===== config.mk =====
export PLATFORM = sky130hd
export DESIGN_NAME = serial_adder
export DESIGN_NICKNAME = d
export VERILOG_FILES = /design/src/rtl/serial_adder.sv
export SDC_FILE = /design/constraint.sdc
export NUM_CORES = 1
export LEC_CHECK = 0
export ABC_CLOCK_PERIOD_IN_PS = 1450
export CAP_MARGIN = 15
export CORE_ASPECT_RATIO = 1.5
export CORE_UTILIZATION = 45
export DETAILED_ROUTE_END_ITERATION = 8
export HOLD_SLACK_MARGIN = 0.06
export PLACE_DENSITY = 0.74
export SYNTH_ARGS = -nofsm -noshare
export SYNTH_HDL_FRONTEND = slang
export SYNTH_SLANG_ARGS = --single-unit

===== constraint.sdc =====
create_clock -name clk -period 1.45 [get_ports clk]
set_input_delay 0.29 -clock clk [delete_from_list [all_inputs] [get_ports clk]]
set_output_delay 0.29 -clock clk [all_outputs]
set_load 0.03 [all_outputs]

===== src/rtl/serial_adder.sv =====
// Digit-serial adder/subtractor: DIGIT bits per clock, LSB digit first, with a
// registered carry between digits and results held until the next operation.

module serial_adder_fa (
    input  logic a_i,
    input  logic b_i,
    input  logic c_i,
    output logic s_o,
    output logic c_o
);
    assign s_o = a_i ^ b_i ^ c_i;
    assign c_o = (a_i & b_i) | (a_i & c_i) | (b_i & c_i);
endmodule

// state | meaning
// IDLE  | waiting for start, results held
// RUN   | one digit per cycle, N cycles
// DONE  | one-cycle done pulse, new start accepted here
module serial_adder #(
    parameter int WIDTH = 8,
    parameter int DIGIT = 1
) (
    input  logic             clk,
    input  logic             rst_n,
    input  logic             start,
    input  logic             sub,
    input  logic [WIDTH-1:0] a,
    input  logic [WIDTH-1:0] b,
    input  logic             cin,
    output logic             busy,
    output logic             done,
    output logic [WIDTH-1:0] sum,
    output logic             cout,
    output logic             ovf
);
    localparam int N  = WIDTH / DIGIT;
    localparam int CW = (N > 1) ? $clog2(N) : 1;

    generate
        if (WIDTH < 2 || (WIDTH % DIGIT) != 0) begin : g_param_check
            $error("serial_adder: WIDTH must be >= 2 and a multiple of DIGIT");
        end
    endgenerate

    typedef enum logic [1:0] {IDLE, RUN, DONE} state_e;

    state_e           state_q, state_d;
    logic [WIDTH-1:0] a_q, a_d;
    logic [WIDTH-1:0] b_q, b_d;
    logic [WIDTH-1:0] res_q, res_d;
    logic [WIDTH-1:0] sum_q, sum_d;
    logic             carry_q, carry_d;
    logic             cout_q, cout_d;
    logic             ovf_q, ovf_d;
    logic [CW-1:0]    cnt_q, cnt_d;

    logic             accept;
    logic             last_digit;
    logic [DIGIT-1:0] slice_sum;
    logic [DIGIT:0]   slice_c;
    logic [WIDTH-1:0] res_shift;

    assign accept     = start && (state_q == IDLE || state_q == DONE);
    assign last_digit = (cnt_q == CW'(N - 1));

    // Carry-propagate slice over the low digit of the operand shift registers
    assign slice_c[0] = carry_q;
    generate
        for (genvar i = 0; i < DIGIT; i++) begin : g_slice
            serial_adder_fa u_fa (
                .a_i (a_q[i]),
                .b_i (b_q[i]),
                .c_i (slice_c[i]),
                .s_o (slice_sum[i]),
                .c_o (slice_c[i+1])
            );
        end
    endgenerate

    assign res_shift = WIDTH'({slice_sum, res_q} >> DIGIT);

    always_ff @(posedge clk or negedge rst_n) begin
        if (!rst_n) begin
            state_q <= IDLE;
        end else begin
            state_q <= state_d;
        end
    end

    always_comb begin
        state_d = state_q;
        case (state_q)
            IDLE:    if (start) state_d = RUN;
            RUN:     if (last_digit) state_d = DONE;
            DONE:    state_d = start ? RUN : IDLE;
            default: state_d = IDLE;
        endcase
    end

    always_comb begin
        busy = (state_q == RUN);
        done = (state_q == DONE);
    end

    // Subtraction folds into the adder as a + ~b + ~borrow_in
    always_comb begin
        a_d     = a_q;
        b_d     = b_q;
        res_d   = res_q;
        carry_d = carry_q;
        cnt_d   = cnt_q;
        sum_d   = sum_q;
        cout_d  = cout_q;
        ovf_d   = ovf_q;
        if (accept) begin
            a_d     = a;
            b_d     = sub ? ~b : b;
            carry_d = sub ? ~cin : cin;
            cnt_d   = '0;
        end else if (state_q == RUN) begin
            a_d     = a_q >> DIGIT;
            b_d     = b_q >> DIGIT;
            res_d   = res_shift;
            carry_d = slice_c[DIGIT];
            cnt_d   = cnt_q + CW'(1);
            if (last_digit) begin
                sum_d  = res_shift;
                cout_d = slice_c[DIGIT];
                ovf_d  = slice_c[DIGIT] ^ slice_c[DIGIT-1];
            end
        end
    end

    always_ff @(posedge clk or negedge rst_n) begin
        if (!rst_n) begin
            a_q     <= '0;
            b_q     <= '0;
            res_q   <= '0;
            carry_q <= 1'b0;
            cnt_q   <= '0;
            sum_q   <= '0;
            cout_q  <= 1'b0;
            ovf_q   <= 1'b0;
        end else begin
            a_q     <= a_d;
            b_q     <= b_d;
            res_q   <= res_d;
            carry_q <= carry_d;
            cnt_q   <= cnt_d;
            sum_q   <= sum_d;
            cout_q  <= cout_d;
            ovf_q   <= ovf_d;
        end
    end

    assign sum  = sum_q;
    assign cout = cout_q;
    assign ovf  = ovf_q;

endmodule

# After elaboration in Yosys (flattened, before gate mapping)
# Index checks and enable logic that the tools add are counted.
[word_totals]
ff_bits = 40
input_bits = 21
output_inout_bits = 12
wordCells = 47
[op_classes]
n_addsub = 1
n_eq_ne = 5
muxes = 14
bitwise_logic = 11
reduce_logical = 7
[op_table]
columns = ["cell", "n"]
rows = [
  ["$mux W8", 5],
  ["$not A8 Y8", 1],
  ["$mux W3", 2],
  ["$pmux W2 S3", 1],
  ["$mux W1", 4],
  ["$mux W2", 2],
  ["$reduce_and A2 Y1", 2],
  ["$add A3 B1 Y3 const B", 1],
  ["$and A1 B1 Y1", 3],
  ["$eq A3 B3 Y1 const B", 1],
  ["$reduce_and A3 Y1", 1],
  ["$xor A1 B1 Y1", 3],
  ["$eq A2 B1 Y1 const B", 1],
  ["$eq A2 B2 Y1 const B", 1],
  ["$logic_not A2 Y1", 1],
  ["$ne A2 B1 Y1 const B", 1],
  ["$ne A2 B2 Y1 const B", 1],
  ["$not A1 Y1", 2],
  ["$or A1 B1 Y1", 2],
  ["$reduce_bool A2 Y1", 1],
  ["$logic_and A1 B1 Y1", 1],
  ["$logic_or A1 B1 Y1", 1],
]

# Logic depth before layout (Yosys ltp)
# Gate-level depths: netlist of run 1.
[logic_depth]
word_depth = 5
ltp_mapped = 6
mapped_depth_nobuf = 5

# Hierarchy
# A second synthesis of run 1 with hierarchy kept.
[unflattened]
hier_cells = 169
area_unflattened_um2 = 1729.2
[by_module_without_submodules]
columns = ["module", "n_inst", "cells_each", "area_per_inst_um2", "seq_area_each_um2"]
rows = [
  ["serial_adder", 1, 168, 1709.1, 975.9],
  ["serial_adder_fa", 1, 1, 20.0, 0.0],
]

# Worst setup path before layout of run 1
# OpenSTA, ideal clock, no wires.
[synth_path]
kind = "reg-to-reg"
startpoint = "reg cnt_q[0]"
endpoint = "reg cout_q (netlist: cout)"
setup_ns = 0.128
arrival_ns = 1.416
path_slack_ns = -0.094
path_stages_with_launch = 6
period_less_slack_ns = 1.544
path_cell_list = "dfrtp_1 ha_1 ha_1 nand3b_1 buf_2 mux2_1"
[synth_via]
elab_chain_cells = 2
[synth_lines]
columns = ["element", "line", "text"]
rows = [
  ["start: declaration", "55", "logic [CW-1:0] cnt_q, cnt_d;"],
  ["start signal: assignment", "149", "cnt_q <= cnt_d;"],
  ["$eq A3 B3 Y1", "64", "assign last_digit = (cnt_q == CW'(N - 1));"],
  ["$reduce_and A3 Y1 (no line)", "n/a", ""],
  ["end signal: assignment", "151", "cout_q <= cout_d;"],
  ["end: declaration", "53", "logic cout_q, cout_d;"],
]
# Every way passes these cells.
# A chain may end at the register's enable or synchronous reset.

# Worst setup path in the final report of run 1
[layout_path]
startpoint = "reg cnt_q[0]"
endpoint = "reg sum_q[6] (netlist: sum[6])"
[layout_via]
elab_chain_cells = 2
[layout_lines]
columns = ["element", "line", "text"]
rows = [
  ["$eq A3 B3 Y1", "64", ""],
  ["$reduce_and A3 Y1 (no line)", "n/a", ""],
  ["end signal: assignment", "150", "sum_q <= sum_d;"],
  ["end: declaration", "51", "logic [WIDTH-1:0] sum_q, sum_d;"],
]
# Every way passes these cells.

==> reports/results.md, run 1 <==
| Item | Reported | Unit |
|:---|:---|:---|
| Final setup skew | 0.00316 | ns |
| Clock latency on the worst-skew pair | 0.29 | ns |
| Run status | finished, violations left | - |
| Classification of the worst setup path | flip-flop to flip-flop | - |
| Total GRT Usage | 19.7 | % |
| Number of maximum-capacitance violations | 0 | - |
| Bufs on Longest Clock Path | 2 | - |
| Register-to-Register Path Depth | 5 | - |
| Detailed-router iteration count before antenna repair | 4 | - |
| Average size of a mapped cell | 10.8 | um^2 |
| Clock-pin slew reported for the worst setup and hold paths after clock tree synthesis | 0.07 | ns |
| Power density of the placed cells | 2240 | nW/um^2 |
| Vias in the first global route | 1,257 | - |
| Width of the die | 52.0 | um |
| Routed vias | 1,296 | - |
| Largest net degree at the start of global routing | 40 | - |
| Die height | 77.0 | um |
| Biggest cell delay along the critical path | 0.40 | ns |
| Violated checks | negative setup slack | - |
| Port bufs | 32 | - |
| Site Rows | 26 | - |
| Data arrival, critical path | 1.70 | ns |
| Worst-path maximum fanout | 11 | - |
| Max Slew Vio Count | 0 | - |
| Kind of start point of the critical path | flip-flop | - |
| Minimum setup slack among reg-to-reg paths | -0.07 | ns |
| Critical Path End Type | flip-flop | - |
| Yosys top cell area share | 57.9 | % |
| Post-synthesis to final-layout area growth | 37.3 | % |
| Final wirelength | 3.44 | mm |
| Boundary pin count | 33 | - |
| Number of antenna violations at the first check in global routing | 0 | - |
| Post-layout worst setup margin | -0.0725 | ns |
| Detailed-placement wirelength estimate | 2.36 | mm |
| Multi-input combinational cell area | 687 | um^2 |
| Number of remaining DRC errors | 0 | - |
| Kind of path behind the tightest hold check | input port to asynchronous set/reset pin | - |
| Final cycle utilization of the critical path | 105 | % |
| Final Hold Vio Count | 0 | - |
| Area of the core | 3480 | um^2 |
| Synth Instances | 156 | - |
| Storage cell area | 976 | um^2 |
| Unrepaired setup endpoints after global routing | yes | - |
| DR WL/cell | 14.1 | um |
| Routability Congestion | 0.740 | - |
| Synth Warn # | 0 | - |
| Worst voltage drop across the vdd grid | 1.37 | mV |
| Number of levels the H-tree was split into | 2 | - |
| Critical Path Slowest Stage Cell | dfrtp_1 | - |
| Initial core utilization | 48.4 | % |
| Worst max-slew margin expressed relative to the limit | 78.4 | % |
| Post-layout net count | 225 | - |
| Total of flip-flops plus latches after synthesis | 39 | - |
| RR Startpoint | cnt_q[0] | - |
| Measured slew at the worst slew-check pin | 0.326 | ns |
| Tmin final | 1.52 | ns |
| Endpoint of the worst register-to-register path | sum[6] | - |
| CTS buffer count | 5 | - |
| Leakage | 1.10 | nW |
| Highest clock rate | 657 | MHz |
| Cells along the critical path | ha_2 -> ha_4 -> nand3b_1 -> buf_12 -> mux2_1 | - |
| Clk sinks | 39 | - |
| Routed vias/inst | 5.31 | - |
| Yosys top cell by area | dfrtp_1 | - |
| Layout Utilization | 66.5 | % |
| Critical path data required time | 1.62 | ns |
| Die ar. | 4000 | um^2 |
| Starting DRC count in detailed routing | 34 | - |
| Residual overflow from global routing | 0 | - |
| Global-route wire length before repair | 5.80 | mm |
| Syn_nets | 180 | - |
| Ant diodes | 0 | - |
| Final hold slack | 0.484 | ns |
| Top cells by area in the synthesized netlist | dfrtp_1 (58%), nand2_1 (8.7%), mux2_1 (6.0%), nor2_1 (3.1%), xnor2_1 (3.1%) | - |
| Root buf cell | clkbuf_8 | - |
| CP Buf/Inv Count | 1 | - |
| Crit path max-delay family | flip-flops | - |
| Fraction of the yosys area taken by sequential cells | 57.9 | % |
| Number of failing setup endpoints in the final timing report | 9 | - |
| Post-synthesis instance area | 1690 | um^2 |
| Final antenna-violating net count | 0 | - |
| Layout cells sized above 1 | 16.8 | % |
| Count of fill cells added during filler insertion | 269 | - |
| Number of library cell types mapped by synthesis | 25 | - |
| TritonCTS clock tree | built | - |
state kept, by name, summed over array words and instances, names as in the netlist:
register,flops
ovf,1
b_q,8
carry_q,1
cout,1
state_q,2
sum,8
a_q,8
res_q,7
cnt_q,3
where the power goes:
group | internal, mW | total (mW) | switching (mW)
Sequential | 1.61 | 1.94 | 0.328
Combinational | 1.09 | 2.32 | 1.23
Clock | 0.557 | 0.932 | 0.375
synthesized netlist by cell type:
cell type  count
a22o_1         4
xnor2_1        6
a22oi_1        1
nor2_1        14
nor2_4         1
a31oi_1        8
nand2_1       39
nand2b_1       2
o22ai_1        1
nand3b_1       1
dfrtp_1       39
o21ai_1        3
fa_1           1
nand3_1        2
nor3_1         1
ha_1           2
clkbuf_1       2
buf_2          6
a221o_1        5
nor2b_1        1
xor2_1         4
and2b_1        1
inv_2          2
mux2_1         9
buf_4          1
cell type report:
cell class | instances | share of cell area, %
sequential | 39 | 42.2
timing repair buffer | 47 | 20.3
clock buffer | 6 | 3.57
tap | 42 | 2.27
clock inverter | 2 | 1.51
inverter | 2 | 0.433
multi-input combinational | 106 | 29.7
layout by cell type (no fill, tap or decap), drive strengths merged:
cell / n
nor3: 1
fa: 1
inv: 2
nand2: 39
clkbuf: 6
nand2b: 2
clkdlybuf4s50: 19
buf: 17
xor2: 4
nor2: 15
dfrtp: 39
dlygate4sd2: 10
xnor2: 6
a31oi: 8
and2b: 1
clkinv: 1
o22ai: 1
o21ai: 3
nor2b: 1
nand3b: 1
bufinv: 1
a22oi: 1
ha: 2
a221o: 5
mux2: 9
a22o: 4
dlygate4sd3: 1
nand3: 2
timing repair:
item,4_1_cts,5_1_grt
setup endpoints to repair,20,11
resized for setup,12,6
setup buffers,3,2
endpoints found under the hold margin,39,0
hold buffers,1,0
worst max path at each step:
stage                     endpoint  depth (start not counted)      from
after detailed placement    b_q[4]                          5       sub
final                       sum[6]                          5  cnt_q[0]
after floorplan               cout                          5  cnt_q[0]
after global placement      b_q[6]                          5       sub
after global routing        sum[0]                          5  cnt_q[0]
after CTS                   sum[5]                          5  cnt_q[0]
per-stage QoR:
stage / instance area [um^2] / worst slack, ns / std cells / power, mW / TNS (ns)
2_1_floorplan: 1700 / 0.0106 / 156 / 3.32 / 0
3_3_place_gp: 2110 / -0.0842 / 230 / 3.99 / -0.578
3_5_place_dp: 2110 / -0.160 / 230 / 4.12 / -1.30
4_1_cts: 2270 / -0.0537 / 242 / 5.08 / -0.416
5_1_grt: 2310 / -0.136 / 244 / 5.55 / -1.08
6_report: 2310 / -0.0725 / 244 / 5.18 / -0.546
per-layer routing:
| metal | GRT usage, % | up-vias | wire, um | share of wire, % |
|---|---|---|---|---|
| met5 | 0 | - | 0 | 0 |
| met4 | 7.30 | 0 | 50 | 1.5 |
| met3 | 4.76 | 7 | 156 | 4.5 |
| met2 | 31.2 | 41 | 1730 | 50 |
| met1 | 25.6 | 634 | 1500 | 44 |
| li1 | - | 614 | - | - |
worst reg2reg max path: cells and delay by family (launching register included):
kind | cells | cell delay (ns)
buffers and inverters | 1 | 0.17
flip-flops | 1 | 0.40
multiplexers | 1 | 0.32
adder cells (fa/ha/maj) | 2 | 0.35
AND/OR/NAND/NOR | 1 | 0.17
logic make-up (layout without fill, tap and decap cells):
logic type	count (synthesis)	after routing	share of synthesized area, %
AO/OA/AOI/OAI	22	22	9.73
XOR/XNOR	10	10	5.20
AND/OR/NAND/NOR	62	62	15.4
flip-flops	39	39	57.9
buffers and inverters	11	57	3.12
adder cells (fa/ha/maj)	3	3	2.67
multiplexers	9	9	6.01
(Power assumes the default switching activity.)
==> inputs of run 2 (changes only) <==
- RECOVER_POWER: unset -> 100
==> run 2 against run 1 <==
Effect of this change: the flow still finishes with violations (negative setup slack); sequential power about the same; combinational power about the same; power about the same; largest cell class unchanged; largest power group unchanged.
==> reports/results.md, run 2 (same netlist as run 1, synthesis figures left out) <==
| Item | Reported | Unit | vs previous |
|:---|:---|:---|:---|
| Unrepaired setup endpoints after global routing | yes | - | unchanged |
| Largest net degree at the start of global routing | 40 | - | unchanged |
| Post-layout worst setup margin | -0.0725 | ns | about the same |
| Port bufs | 32 | - | unchanged |
| Width of the die | 52.0 | um | unchanged |
| Endpoint of the worst register-to-register path | sum[6] | - | unchanged |
| Final wirelength | 3.44 | mm | about the same |
| Area of the core | 3480 | um^2 | unchanged |
| Placed cell count | 230 | - | unchanged |
| Clock-pin slew reported for the worst setup and hold paths after clock tree synthesis | 0.07 | ns | about the same |
| Layout cells sized above 1 | 16.8 | % | unchanged |
| Register-to-Register Path Depth | 5 | - | unchanged |
| Measured slew at the worst slew-check pin | 0.524 | ns | was 0.326 ns |
| Overall power consumption | 5.18 | mW | about the same |
| Worst voltage drop across the vdd grid | 1.37 | mV | about the same |
| Timing endpoint of the critical path | sum[6] | - | unchanged |
| Non-filler cells, final | 244 | - | unchanged |
| Critical path data required time | 1.62 | ns | about the same |
| Clock latency on the worst-skew pair | 0.29 | ns | about the same |
| Worst max-slew margin expressed relative to the limit | 65.1 | % | was 78.4% |
| Critical Path End Type | flip-flop | - | unchanged |
| Tmin final | 1.52 | ns | about the same |
| Final cycle utilization of the critical path | 105 | % | about the same |
| Highest clock rate | 657 | MHz | about the same |
| Final antenna-violating net count | 0 | - | unchanged |
| Residual overflow from global routing | 0 | - | unchanged |
| Kind of path behind the tightest hold check | flip-flop to flip-flop | - | was input port to asynchronous set/reset pin |
| Run status | finished, violations left | - | unchanged |
| Violated checks | negative setup slack | - | unchanged |
| Worst setup startpoint | cnt_q[0] | - | unchanged |
| Final Hold Vio Count | 0 | - | unchanged |
| Highest-count cells in the layout ignoring fill and taps | nand2_1 (39), dfrtp_1 (39), clkdlybuf4s50_1 (19), nor2_1 (14) | - | unchanged |
| Kind of start point of the critical path | flip-flop | - | unchanged |
| Power density of the placed cells | 2250 | nW/um^2 | was 2240 nW/um^2 |
| RR Startpoint | cnt_q[0] | - | unchanged |
| Boundary pin count | 33 | - | unchanged |
| Worst-path maximum fanout | 11 | - | unchanged |
| Multi-input combinational cell area | 687 | um^2 | unchanged |
| Max Slew Vio Count | 0 | - | unchanged |
| Detailed-router iteration count before antenna repair | 4 | - | unchanged |
| Number of failing setup endpoints in the final timing report | 9 | - | unchanged |
| Final hold slack | 0.493 | ns | was 0.484 ns |
| Post-layout net count | 225 | - | unchanged |
| Die ar. | 4000 | um^2 | unchanged |
| Number of maximum-capacitance violations | 0 | - | unchanged |
| Number of levels the H-tree was split into | 2 | - | unchanged |
| Data arrival, critical path | 1.70 | ns | about the same |
| Global-route wire length before repair | 5.80 | mm | unchanged |
| Final setup skew | 0.00316 | ns | unchanged |
| Classification of the worst setup path | flip-flop to flip-flop | - | unchanged |
| Clk sinks | 39 | - | unchanged |
| Number of remaining DRC errors | 0 | - | unchanged |
| Routed vias/inst | 5.31 | - | unchanged |
| Vias in the first global route | 1,257 | - | unchanged |
| Minimum setup slack among reg-to-reg paths | -0.07 | ns | about the same |
| Post-synthesis to final-layout area growth | 36.5 | % | was 37.3% |
| Storage cell area | 976 | um^2 | unchanged |
| Setup WS pre-CTS | -0.160 | ns | unchanged |
| Root buf cell | clkbuf_8 | - | unchanged |
| Total GRT Usage | 19.7 | % | unchanged |
| Routability Congestion | 0.740 | - | unchanged |
| Ant diodes | 0 | - | unchanged |
| Number of antenna violations at the first check in global routing | 0 | - | unchanged |
| Initial core utilization | 48.4 | % | unchanged |
| TritonCTS clock tree | built | - | unchanged |
| Count of fill cells added during filler insertion | 271 | - | was 269 |
| CTS buffer count | 5 | - | unchanged |
| Bufs on Longest Clock Path | 2 | - | unchanged |
| Site Rows | 26 | - | unchanged |
| DR WL/cell | 14.1 | um | about the same |
| Routed vias | 1,296 | - | unchanged |
| Starting DRC count in detailed routing | 34 | - | unchanged |
| Layout Utilization | 66.1 | % | was 66.5% |
| Die height | 77.0 | um | unchanged |
| Detailed-placement wirelength estimate | 2.36 | mm | unchanged |
| Leakage | 1.09 | nW | was 1.10 nW |
==> run 2: cell count changes in the layout (fill, tap and decap cells not counted), sizes merged <==
cell | previous run | this run
buf | 17 | 16
clkbuf | 6 | 7
==> run 2: where the power goes <==
part	switching [mW]	total (mW)	internal (mW)	leakage, nW
clock network	0.375	0.932	0.557	0.0612
logic	1.23	2.31	1.08	0.550
registers	0.328	1.94	1.61	0.480
total	1.93	5.18	3.25	1.09
==> run 2: layer usage <==
| layer | up-vias | GRT usage, % | share of wire [%] |
|---|---|---|---|
| li1 | 614 | - | - |
| met1 | 634 | 25.6 | 44 |
| met2 | 41 | 31.2 | 50 |
| met3 | 7 | 4.76 | 4.5 |
| met4 | 0 | 7.30 | 1.5 |
| met5 | - | 0 | 0 |
==> run 2: final cells by class <==
cell class,count,share of cell area [%]
repair buffers,47,19.9
clock inverters,2,1.52
flip-flops and latches,39,42.4
clock buffers,6,3.59
multi-input cells,106,29.9
well taps,42,2.28
inverters,2,0.435
==> run 2: worst max-delay path, cell delays in order, from the launching register on <==
cell,delay (ns)
dfrtp_1,0.40
ha_2,0.20
ha_4,0.15
nand3b_1,0.17
buf_12,0.17
mux2_1,0.32
==> run 2: stage by stage <==
| stage | TNS [ns] | cell area (um^2) |
|---|---|---|
| 2_1_floorplan | 0 | 1700 |
| 3_3_place_gp | -0.578 | 2110 |
| 3_5_place_dp | -1.30 | 2110 |
| 4_1_cts | -0.416 | 2270 |
| 5_1_grt | -1.08 | 2300 |
| 6_report | -0.546 | 2300 |
==> run 2: how the worst min path moves through the flow <==
stage                     to      from  cells after the start  slack, ns
detailed placement    sum[2]     rst_n                      2       0.27
global placement      sum[2]     rst_n                      2       0.27
global route          sum[6]    sum[6]                      1       0.52
floorplan             a_q[0]     rst_n                      0     -0.006
CTS                 res_q[6]  res_q[7]                      2       0.49
finish                sum[6]    sum[6]                      1       0.49
==> run 2: repair_timing <==
action | in CTS | in global routing
gates cloned | 0 | 0
gates resized for setup | 12 | 6
setup buffers | 3 | 2
hold buffers | 1 | 0
endpoints found under the setup margin | 20 | 11
hold endpoints to repair | 39 | 0
==> inputs of run 3 (changes only) <==
- ABC_CLOCK_PERIOD_IN_PS: 1450 -> 1300
- clock period: 1.45 -> 1.3 ns (I/O delays scaled with it)
==> run 3 against run 2 <==
Effect of this change: the flow still finishes with violations (negative setup slack); global-route usage up 0.11 points; critical path type unchanged; first-iteration DRC count up 18%; power up 14%; count of clock-buffer cells in the layout up 1; register-to-register slack worse by 0.099 ns; sequential share of layout area down 1.0 points; die area unchanged; combinational power up 28%; largest cell class unchanged; flip-flop and latch count unchanged; hold slack worse by 0.0086 ns; sequential power up 12%; critical endpoint is now sum[7].
==> reports/results.md, run 3 (same netlist as run 1, synthesis figures left out) <==
| Item | Reported | Unit | vs previous |
|:---|:---|:---|:---|
| Switching Power | 2.25 | mW | was 1.93 mW |
| Largest net degree at the start of global routing | 40 | - | unchanged |
| Summed area of non-filler cells in the final layout | 2360 | um^2 | was 2300 um^2 |
| Worst-path maximum fanout | 6 | - | was 11 |
| Ant diodes | 0 | - | unchanged |
| Leakage | 1.14 | nW | was 1.09 nW |
| Starting DRC count in detailed routing | 40 | - | was 34 |
| Detailed-router iteration count before antenna repair | 4 | - | unchanged |
| Initial core utilization | 48.4 | % | unchanged |
| Site Rows | 26 | - | unchanged |
| Vias in the first global route | 1,306 | - | was 1,257 |
| Area of placed instances | 2170 | um^2 | was 2110 um^2 |
| CTS buffer count | 5 | - | unchanged |
| Pint | 3.66 | mW | was 3.25 mW |
| Final wirelength | 3.71 | mm | was 3.44 mm |
| Switch share | 38.0 | % | was 37.3% |
| Port bufs | 32 | - | unchanged |
| Clock latency on the worst-skew pair | 0.29 | ns | about the same |
| Comb power frac | 49.9 | % | was 44.6% |
| Crit path max-delay family | flip-flops | - | unchanged |
| Die ar. | 4000 | um^2 | unchanged |
| Final cycle utilization of the critical path | 113 | % | was 105% |
| Boundary pin count | 33 | - | unchanged |
| Highest clock rate | 680 | MHz | was 657 MHz |
| Number of maximum-capacitance violations | 0 | - | unchanged |
| Total GRT Usage | 19.8 | % | was 19.7% |
| Placed cell count | 237 | - | was 230 |
| Unrepaired setup endpoints after global routing | yes | - | unchanged |
| DR WL/cell | 14.7 | um | was 14.1 um |
| Setup WS pre-CTS | -0.279 | ns | was -0.160 ns |
| Area of the core | 3480 | um^2 | unchanged |
| Most common cell after layout, fill and taps aside | nand2_1 | - |  |
| Critical path data required time | 1.48 | ns | was 1.62 ns |
| Critical Path End Type | flip-flop | - | unchanged |
| Clock-pin slew reported for the worst setup and hold paths after clock tree synthesis | 0.07 | ns | about the same |
| Root buf cell | clkbuf_8 | - | unchanged |
| Routed vias/inst | 5.24 | - | was 5.31 |
| Violated checks | negative setup slack | - | unchanged |
| Kind of path behind the tightest hold check | flip-flop to flip-flop | - | unchanged |
| Worst max-slew margin expressed relative to the limit | 64.6 | % | was 65.1% |
| Layout cells sized above 1 | 28.6 | % | was 16.8% |
| Cells along the critical path | ha_2 -> ha_4 -> nand3b_1 -> buf_6 -> mux2_4 | - | was ha_2 -> ha_4 -> nand3b_1 -> buf_12 -> mux2_1 |
| Power density of the placed cells | 2510 | nW/um^2 | was 2250 nW/um^2 |
| Post-synthesis to final-layout area growth | 40.0 | % | was 36.5% |
| Layout Utilization | 67.8 | % | was 66.1% |
| Post-layout net count | 233 | - | was 225 |
| CP Buf/Inv Count | 1 | - | unchanged |
| Final Hold Vio Count | 0 | - | unchanged |
| Measured slew at the worst slew-check pin | 0.532 | ns | was 0.524 ns |
| Biggest cell delay along the critical path | 0.39 | ns | was 0.40 ns |
| Run status | finished, violations left | - | unchanged |
| Minimum setup slack among reg-to-reg paths | -0.17 | ns | was -0.07 ns |
| Part of the total power dissipated in the clock network | 13.2 | % | was 18.0% |
| Kind of start point of the critical path | flip-flop | - | unchanged |
| Number of remaining DRC errors | 0 | - | unchanged |
| Critical Path Slowest Stage Cell | dfrtp_1 | - | unchanged |
| Global-route wire length before repair | 5.85 | mm | was 5.80 mm |
| Number of antenna violations at the first check in global routing | 0 | - | unchanged |
| Tmin final | 1.47 | ns | was 1.52 ns |
| Data arrival, critical path | 1.65 | ns | was 1.70 ns |
| Number of levels the H-tree was split into | 2 | - | unchanged |
| Highest-count cells in the layout ignoring fill and taps | nand2_1 (39), dfrtp_1 (38), clkdlybuf4s50_1 (18), buf_4 (17), nor2_1 (14) | - | was nand2_1 (39), dfrtp_1 (39), clkdlybuf4s50_1 (19), nor2_1 (14) |
| Sequential share of power | 36.9 | % | was 37.4% |
| Detailed-placement wirelength estimate | 2.44 | mm | was 2.36 mm |
| Classification of the worst setup path | flip-flop to flip-flop | - | unchanged |
| Non-filler cells, final | 252 | - | was 244 |
| Post-layout worst setup margin | -0.171 | ns | was -0.0725 ns |
| Die height | 77.0 | um | unchanged |
| Number of failing setup endpoints in the final timing report | 12 | - | was 9 |
| Final setup skew | 0.00528 | ns | was 0.00316 ns |
| Clk sinks | 39 | - | unchanged |
| Routability Congestion | 0.810 | - | was 0.740 |
| Max Slew Vio Count | 0 | - | unchanged |
| TritonCTS clock tree | built | - | unchanged |
| Width of the die | 52.0 | um | unchanged |
| Worst voltage drop across the vdd grid | 1.40 | mV | was 1.37 mV |
| Bufs on Longest Clock Path | 2 | - | unchanged |
| Final antenna-violating net count | 0 | - | unchanged |
| Residual overflow from global routing | 0 | - | unchanged |
| Routed vias | 1,320 | - | was 1,296 |
## run 3: cell types whose count changed in the layout (fill, tap and decap cells not counted), sizes merged
cell / previous run / this run
clkdlybuf4s15: 0 / 1
buf: 16 / 26
dlygate4sd2: 10 / 0
dlymetal6s2s: 0 / 1
bufinv: 1 / 0
clkbuf: 7 / 15
clkdlybuf4s50: 19 / 18
## run 3: final timing paths
kind,cells after the start,to,start
worst max-delay path,5,sum[7],cnt_q[0]
worst min-delay path,2,ovf,ovf
worst max register to register,5,sum[7],cnt_q[0]
worst min register to register,2,ovf,ovf
max in group asynchronous,3,state_q[0],rst_n
min in group asynchronous,3,sum[2],rst_n
## run 3: cell type report
class                   instances  area, um^2
flip-flops and latches         39         977
inverters                       2        10.0
repair buffers                 55         507
well taps                      42        52.6
clock buffers                   7        76.3
clock inverters                 1        5.00
multi-input cells             106         732
fillers                       265        1120
## run 3: repair_timing
item,4_1_cts,5_1_grt
endpoints found under the hold margin,39,0
setup buffers,2,3
gates cloned,0,1
pin swaps,2,5
endpoints found under the setup margin,27,31
hold buffers,1,0
gates resized for setup,19,19
## run 3: stage by stage
step	power, mW	setup TNS [ns]	hold WS [ns]
3_3_place_gp	4.65	-4.58	0.239
2_1_floorplan	3.85	-0.908	-0.0356
3_5_place_dp	4.80	-5.44	0.242
6_report	5.91	-1.51	0.484
4_1_cts	5.70	-1.71	0.472
5_1_grt	6.32	-2.13	0.509
## run 3: power groups by stage
stage	clock, mW	sequential (mW)	combinational [mW]
floorplan	0	2.40	1.45
global placement	0	2.14	2.51
detailed placement	0	2.18	2.62
CTS	0.793	2.16	2.75
global route	0.847	2.26	3.21
finish	0.783	2.18	2.95
## run 3: worst min-delay path, cell delays in order, from the launching register on
cell and delay [ns]:
dfrtp_1 0.34, nand2_1 0.05, o21ai_1 0.06
## run 3: routing by layer
metal | part of all wire, % | global-route usage (%) | vias to the layer above
met1 | 40 | 23.3 | 646
met4 | 1.4 | 7.84 | 0
met2 | 54 | 32.9 | 44
li1 | - | - | 625
met3 | 5.0 | 5.56 | 5
met5 | 0 | 0 | -
